### src/rtl/coin_acc_pkg.sv
// coin_acc_pkg: shared types and constants for the coin accumulator slice.
//   state_e   - transaction phase (IDLE / COLLECT / RESULT)
//   COINn_VAL - default credit in cents per denomination
//   MONEY_W   - width of money, price and refund values
package coin_acc_pkg;

    localparam int unsigned MONEY_W   = 13;
    localparam int unsigned MONEY_MAX = 8191;

    localparam int unsigned COIN0_VAL = 5;
    localparam int unsigned COIN1_VAL = 10;
    localparam int unsigned COIN2_VAL = 25;
    localparam int unsigned COIN3_VAL = 100;

    typedef enum logic [1:0] {
        IDLE    = 2'd0,
        COLLECT = 2'd1,
        RESULT  = 2'd2
    } state_e;

endpackage : coin_acc_pkg

### src/rtl/coin_accumulator_if.sv
// coin_accumulator_if: payment-stage signal bundle.
//   Controller side drives: coin, collect_en, check, clear, price
//   Accumulator side drives: money, money_ok, refund, result_valid, overflow
//   modport slave  - used by coin_accumulator
//   modport master - used by the controller / testbench
interface coin_accumulator_if #(
    parameter int unsigned MONEY_W = coin_acc_pkg::MONEY_W
);
    logic [3:0]         coin;
    logic               collect_en;
    logic               check;
    logic               clear;
    logic [MONEY_W-1:0] price;
    logic [MONEY_W-1:0] money;
    logic               money_ok;
    logic [MONEY_W-1:0] refund;
    logic               result_valid;
    logic               overflow;

    modport slave (
        input  coin, collect_en, check, clear, price,
        output money, money_ok, refund, result_valid, overflow
    );

    modport master (
        output coin, collect_en, check, clear, price,
        input  money, money_ok, refund, result_valid, overflow
    );
endinterface : coin_accumulator_if

### src/rtl/rise_edge_detect.sv
// rise_edge_detect: per-bit rising-edge detector.
//   clk    - system clock
//   rst    - synchronous active-high reset
//   sig_i  - level inputs
//   rise_o - one-cycle pulse where sig_i went 0 -> 1
// History resets to all ones so a level already high through reset is not
// reported as an edge.
module rise_edge_detect #(
    parameter int unsigned WIDTH = 4
) (
    input  logic             clk,
    input  logic             rst,
    input  logic [WIDTH-1:0] sig_i,
    output logic [WIDTH-1:0] rise_o
);
    logic [WIDTH-1:0] hist_q;

    always_ff @(posedge clk) begin
        if (rst) begin
            hist_q <= '1;
        end else begin
            hist_q <= sig_i;
        end
    end

    assign rise_o = sig_i & ~hist_q;
endmodule : rise_edge_detect

### src/rtl/coin_accumulator.sv
// coin_accumulator: turns debounced coin levels into a running total and
// evaluates it against the selected price on request.
//   clk, reset        - clock and synchronous active-high reset
//   bus.coin          - coin button levels, one bit per denomination
//   bus.collect_en    - high while the controller is taking payment
//   bus.check         - evaluation strobe (sampled price)
//   bus.clear         - end-of-transaction strobe
//   bus.money         - running total (saturating)
//   bus.money_ok      - total covered the price at evaluation
//   bus.refund        - change, or full return on shortfall/abort
//   bus.result_valid  - money_ok/refund are valid
//   bus.overflow      - sticky saturation flag for this transaction
module coin_accumulator
    import coin_acc_pkg::*;
#(
    parameter int unsigned COIN0_VAL = coin_acc_pkg::COIN0_VAL,
    parameter int unsigned COIN1_VAL = coin_acc_pkg::COIN1_VAL,
    parameter int unsigned COIN2_VAL = coin_acc_pkg::COIN2_VAL,
    parameter int unsigned COIN3_VAL = coin_acc_pkg::COIN3_VAL,
    parameter int unsigned MONEY_W   = coin_acc_pkg::MONEY_W,
    parameter int unsigned MONEY_MAX = coin_acc_pkg::MONEY_MAX
) (
    input  logic               clk,
    input  logic               reset,
    coin_accumulator_if.slave  bus
);
    localparam int unsigned SUM_W = MONEY_W + 2;

    state_e             state_q, state_d;
    logic [MONEY_W-1:0] money_q, money_d;
    logic [MONEY_W-1:0] refund_q, refund_d;
    logic               ok_q, ok_d;
    logic               valid_q, valid_d;
    logic               ovf_q, ovf_d;

    logic [3:0]         rise;
    logic [SUM_W-1:0]   credit;
    logic [SUM_W-1:0]   sum;
    logic               sat;
    logic [MONEY_W-1:0] sum_sat;
    logic               covers;

    rise_edge_detect #(
        .WIDTH (4)
    ) u_edge (
        .clk    (clk),
        .rst    (reset),
        .sig_i  (bus.coin),
        .rise_o (rise)
    );

    // All simultaneous edges are credited; widened so the clamp sees the true sum.
    always_comb begin
        credit = '0;
        if (rise[0]) credit = credit + SUM_W'(COIN0_VAL);
        if (rise[1]) credit = credit + SUM_W'(COIN1_VAL);
        if (rise[2]) credit = credit + SUM_W'(COIN2_VAL);
        if (rise[3]) credit = credit + SUM_W'(COIN3_VAL);
        sum     = SUM_W'(money_q) + credit;
        sat     = (sum > SUM_W'(MONEY_MAX));
        sum_sat = sat ? MONEY_W'(MONEY_MAX) : sum[MONEY_W-1:0];
        covers  = (sum_sat >= bus.price);
    end

    always_comb begin
        state_d  = state_q;
        money_d  = money_q;
        refund_d = refund_q;
        ok_d     = ok_q;
        valid_d  = valid_q;
        ovf_d    = ovf_q;

        if (bus.clear) begin
            state_d  = IDLE;
            money_d  = '0;
            refund_d = '0;
            ok_d     = 1'b0;
            valid_d  = 1'b0;
            ovf_d    = 1'b0;
        end else begin
            unique case (state_q)
                IDLE: begin
                    money_d = '0;
                    if (bus.collect_en) state_d = COLLECT;
                end
                COLLECT: begin
                    money_d = sum_sat;
                    if (sat) ovf_d = 1'b1;
                    // check takes precedence over a simultaneous collect_en drop
                    if (bus.check) begin
                        ok_d     = covers;
                        refund_d = covers ? (sum_sat - bus.price) : sum_sat;
                        valid_d  = 1'b1;
                        state_d  = RESULT;
                    end else if (!bus.collect_en) begin
                        ok_d     = 1'b0;
                        refund_d = money_q;
                        valid_d  = 1'b1;
                        state_d  = RESULT;
                    end
                end
                RESULT: begin
                    state_d = RESULT;
                end
                default: state_d = IDLE;
            endcase
        end
    end

    always_ff @(posedge clk) begin
        if (reset) begin
            state_q  <= IDLE;
            money_q  <= '0;
            refund_q <= '0;
            ok_q     <= 1'b0;
            valid_q  <= 1'b0;
            ovf_q    <= 1'b0;
        end else begin
            state_q  <= state_d;
            money_q  <= money_d;
            refund_q <= refund_d;
            ok_q     <= ok_d;
            valid_q  <= valid_d;
            ovf_q    <= ovf_d;
        end
    end

    assign bus.money        = money_q;
    assign bus.refund       = refund_q;
    assign bus.money_ok     = ok_q;
    assign bus.result_valid = valid_q;
    assign bus.overflow     = ovf_q;
endmodule : coin_accumulator

### src/flat_wrapper.sv
// flat-port wrapper written by rule: the top's interface ports become plain ports
module coin_accumulator_flat import coin_acc_pkg::*;
#(
    parameter int unsigned COIN0_VAL = coin_acc_pkg::COIN0_VAL,
    parameter int unsigned COIN1_VAL = coin_acc_pkg::COIN1_VAL,
    parameter int unsigned COIN2_VAL = coin_acc_pkg::COIN2_VAL,
    parameter int unsigned COIN3_VAL = coin_acc_pkg::COIN3_VAL,
    parameter int unsigned MONEY_W   = coin_acc_pkg::MONEY_W,
    parameter int unsigned MONEY_MAX = coin_acc_pkg::MONEY_MAX
)
  (clk, reset, bus_coin, bus_collect_en, bus_check, bus_clear, bus_price, bus_money, bus_money_ok, bus_refund, bus_result_valid, bus_overflow);
  coin_accumulator_if #(.MONEY_W(MONEY_W)) bus_i ();
  input  logic clk;
  input  logic reset;
  input wire logic [$bits(bus_i.coin)-1:0] bus_coin;
  input wire logic [$bits(bus_i.collect_en)-1:0] bus_collect_en;
  input wire logic [$bits(bus_i.check)-1:0] bus_check;
  input wire logic [$bits(bus_i.clear)-1:0] bus_clear;
  input wire logic [$bits(bus_i.price)-1:0] bus_price;
  output wire logic [$bits(bus_i.money)-1:0] bus_money;
  output wire logic [$bits(bus_i.money_ok)-1:0] bus_money_ok;
  output wire logic [$bits(bus_i.refund)-1:0] bus_refund;
  output wire logic [$bits(bus_i.result_valid)-1:0] bus_result_valid;
  output wire logic [$bits(bus_i.overflow)-1:0] bus_overflow;
  assign bus_i.coin = bus_coin;
  assign bus_i.collect_en = bus_collect_en;
  assign bus_i.check = bus_check;
  assign bus_i.clear = bus_clear;
  assign bus_i.price = bus_price;
  assign bus_money = bus_i.money;
  assign bus_money_ok = bus_i.money_ok;
  assign bus_refund = bus_i.refund;
  assign bus_result_valid = bus_i.result_valid;
  assign bus_overflow = bus_i.overflow;
  coin_accumulator #(.COIN0_VAL(COIN0_VAL), .COIN1_VAL(COIN1_VAL), .COIN2_VAL(COIN2_VAL), .COIN3_VAL(COIN3_VAL), .MONEY_W(MONEY_W), .MONEY_MAX(MONEY_MAX)) u_core (.clk(clk), .reset(reset), .bus(bus_i));
endmodule
### config.mk
export PLATFORM = sky130hd
export DESIGN_NAME = coin_accumulator_flat
export DESIGN_NICKNAME = d
export VERILOG_FILES = /design/src/rtl/coin_acc_pkg.sv /design/src/rtl/coin_accumulator_if.sv /design/src/rtl/rise_edge_detect.sv /design/src/rtl/coin_accumulator.sv /design/src/flat_wrapper.sv
export SDC_FILE = /design/constraint.sdc
export NUM_CORES = 1
export LEC_CHECK = 0
export CAP_MARGIN = 20
export CORE_MARGIN = 2
export CORE_UTILIZATION = 60
export DETAILED_ROUTE_END_ITERATION = 10
export DONT_BUFFER_PORTS = 1
export PLACE_DENSITY = 0.84
export SETUP_SLACK_MARGIN = 0.4
export SYNTH_ARGS = -nofsm -noshare
export SYNTH_HDL_FRONTEND = slang
export SYNTH_HIERARCHICAL = 1
export SYNTH_SLANG_ARGS = --single-unit
### constraint.sdc
create_clock -name clk -period 9.1 [get_ports clk]
set_input_delay 2.73 -clock clk [delete_from_list [all_inputs] [get_ports clk]]
set_output_delay 2.73 -clock clk [all_outputs]
set_load 0.01 [all_outputs]
==> results of run 1 <==
[final cells by class]
type                       instances  area, um^2  share of cell area, %
sequential                        35       700.7                  22.19
inverter                          25       93.84                  2.971
timing repair buffer               2       32.53                  1.030
clock inverter                     3       43.79                  1.387
multi-input combinational        310        2135                  67.59
tap                               67       83.83                  2.655
clock buffer                       5       68.82                  2.179
[tightest hold or removal path: cells and delay by family (launching register included)]
family / cells / cell delay [ps]
simple gates: 1 / 80
mux: 1 / 70
flops: 1 / 330
[layer usage]
layer | up-vias | part of all wire [%] | track usage, %
li1 | 1386 | - | -
met1 | 1357 | 42 | 37.57
met2 | 134 | 48 | 50.25
met3 | 35 | 6.8 | 5.355
met4 | 0 | 3.6 | 10.71
met5 | - | 0 | 0
[placed cells by master (no fill, tap or decap), types with 3 or more instances in the layout]
master and instances:
nor2_1 30, nor2b_1 11, a21o_1 4, a211o_1 4, dfxtp_1 35, o2111ai_1 5, a31oi_1 8, xnor2_1 11
and3_1 5, mux2i_1 9, a21oi_2 5, nand2b_1 9, o21ai_0 17, mux2_2 3, o21a_1 5, a21oi_1 33
nand2_1 26, nor3b_1 11, nand4_1 4, or2_1 4, and2_1 4, clkbuf_8 5, or3_1 3, nor3_1 9
xor2_1 6, inv_1 25, nand3_1 18, o31ai_1 3, a311oi_1 3, or2_2 3, ha_1 27, o211ai_1 4
[synth_stat cells, drive strengths merged (4+ instances only)]
cell type and n:
inv 25, ha 27, o21a 5, nor2 30, a21o 4, nor2b 11, xor2 6, o2111ai 5
nand4 4, dfxtp 35, o21ai 18, nand2b 9, nand2 26, mux2i 9, xnor2 11, a31oi 9
nor3 9, nand3 18, and2 4, o211ai 4, clkbuf 16, a21oi 38, and3 6, nor3b 11
a211o 4, or2 7
[report_power, final]
part	switching, mW	internal (mW)
registers	0.00182	0.155
logic	0.0433	0.0270
clock network	0.0627	0.0816
total	0.108	0.264
[flip-flops by register name (all words and copies together) (netlist names)]
register	count
u_core/bus.overflow	1
u_core/state_q	2
u_core/bus.result_valid	1
u_core/bus.money_ok	1
u_core/u_edge/hist_q	4
u_core/bus.refund	13
u_core/bus.money	13
[final timing paths]
path                      startpoint                    to  slack, ps  cells after the start
max reg2reg  u_core/u_edge/hist_q[0]  u_core/bus.refund[4]       3430                     20
min reg2reg        u_core/state_q[1]     u_core/state_q[1]        500                      2
min                u_core/state_q[1]     u_core/state_q[1]        500                      2
max                      bus_coin[0]  u_core/bus.refund[4]       1290                     20
[cell families (layout without fill, tap and decap cells)]
kind of cell               after synthesis  in the layout  synth area share [%]
AOI/OAI and AO/OA                      107            107                 23.93
DFF                                     35             35                 23.30
and+or+nand+nor                        145            145                 25.43
adders and majority gates               29             29                 12.57
muxes                                   12             12                 4.120
buffers and inverters                   44             35                 5.701
xor gates and xnor gates                17             17                 4.952
==> impl_results.md, run 1 <==
* Final Max Slew Viols at 0
* Synth top area share at 23.30%
* Initial Utilization at a little over three fifths
* Overall die height at between 70 and 80 um
* Unrepaired setup endpoints after global routing: false
* Critical Path Fanout Max at 18
* Post-synth EDFFs at 0
* Routed WL at 8166 um
* Leak at about 1.3 nW
* Clock Path Buffers at 2
* Slowest stage delay, CP at about 500 ps
* Final non-filler cell total at 447
* Mapped Area at 3007 um^2
* Drt via density at 6.515
* GRT overflow at 0
* Per-cell routed wire length at 18.27 um
* #FFs+latches synth at 35
* Syn Nets at 440
* Num rows at 25
* Hold Path Class: flip-flop to flip-flop
* Initial antenna violation count at 0
* Final Instance Area at about 3200 um^2
* Fin util at between 60% and 70%
* Maximum vdd drop at between 0.0001 and 0.00015 V
* Syn Area/Cell at around 7.7 um^2
* Post-synthesis sequential area ratio at between 20% and 30%
* Critical path's slowest cell: a31oi_4
* First-pass GRT wire length at around 13000 um
* Max-cap violations at 0
* Share of flip-flops with an asynchronous set or reset at 0%
* Final WS setup at around 1300 ps
* Most numerous cell on the critical path: ha_1
* ANT cells at 0
* Top delay family on crit path: simple AND/OR/NAND/NOR gates
* Cell Count Post-Placement at approximately 440
* Routed vias at just under 3000
* Worst-path clk slew at around 80 ps
* Final setup vio count at 0
* Largest net degree at the start of global routing at 36
* Yosys warning total at 6
* Core region area at around 4800 um^2
* Synth Instances at 389
* Tot Pwr at about 370 uW
* Cell Area, Placed at approximately 3000 um^2
* Synth-to-layout area growth at 5.035%
* Final Hold Viols at 0
* I/O Pins at 51
* Fin Setup TNS at 0 ps
* Hold WS at ~500 ps
* Setup Skew at 5.908 ps
* Residual DRC at 0
* Arr. time, crit path at 8030 ps
* Fill count at 429
* CTS Hold Buffers Added at 0
* PostCTS Resize Cnt at 0
* Clock latency on the worst-skew pair at 290 ps
* Slew HR at 51.88%
* Crit path launch type: primary input
* Crit. End Element: flip-flop
* Main synth FF type: dfxtp_1
* Area leader, netlist: dfxtp_1
* Final min period at between 7000 and 8000 ps
* Clock sink count at 35
* Num CTS Buffers at 5
* Number of buffers added on ports at 0
* CP Buf/Inv Count at 1
* Drt pass-1 iters at 7
* Run status: finished clean
* Overall die area at 5594 um^2
* Pwr per Cell Area at 117.7 nW/um^2
* CTS tree: built
* Die X at roughly 75 um
* DP HPWL at 5950 um
* Place WS at 1150 ps
* Routability cong. at a little over 0.9
* Path type of the worst setup path: primary input to flip-flop
* Fmax achieved at roughly 130 MHz
* Post-CTS setup buffer count at 0
* Nets@finish at 430
* Distinct cells, synth at 55
* Total GRT Usage at a little under 30%
* DRT antenna net count at 0
* Largest cells by area after synthesis: dfxtp_1, ha_1, a21oi_1, nor2_1, nand2_1
* Vias in the first global route at between 2000 and 3000
* Root Driver: clkbuf_8
* Max H-tree Level at 2
* Worst-margin pin slew at approximately 720 ps
* Period utilization at a little under nine tenths
* Worst EP required at 9320 ps
* Layout cell share with drive strength beyond 1 at under 10%
* Crit-path cells: nor2b_1, inv_1, ha_1, a21oi_1, ha_1, mux2_2, ha_1, o21ai_0, nor3_1, nor3_1, nand2b_1, mux2_2, ha_1, nand3_1, nor4_2, nor3_1, a31oi_4, mux2i_1, a211o_1, a21oi_2
* Starting DRC count in detailed routing at 244
(Power assumes the default switching activity.)
==> inputs of run 2 (changes only) <==
--- a/config.mk
+++ b/config.mk
@@ -8,6 +8,7 @@
 export CAP_MARGIN = 20
 export CORE_MARGIN = 2
 export CORE_UTILIZATION = 60
+export CTS_CLUSTER_SIZE = 20
 export DETAILED_ROUTE_END_ITERATION = 10
 export DONT_BUFFER_PORTS = 1
 export PLACE_DENSITY = 0.84
==> results of run 2 <==
Same layout as run 1: the final DEF is identical, and so are final timing and power.
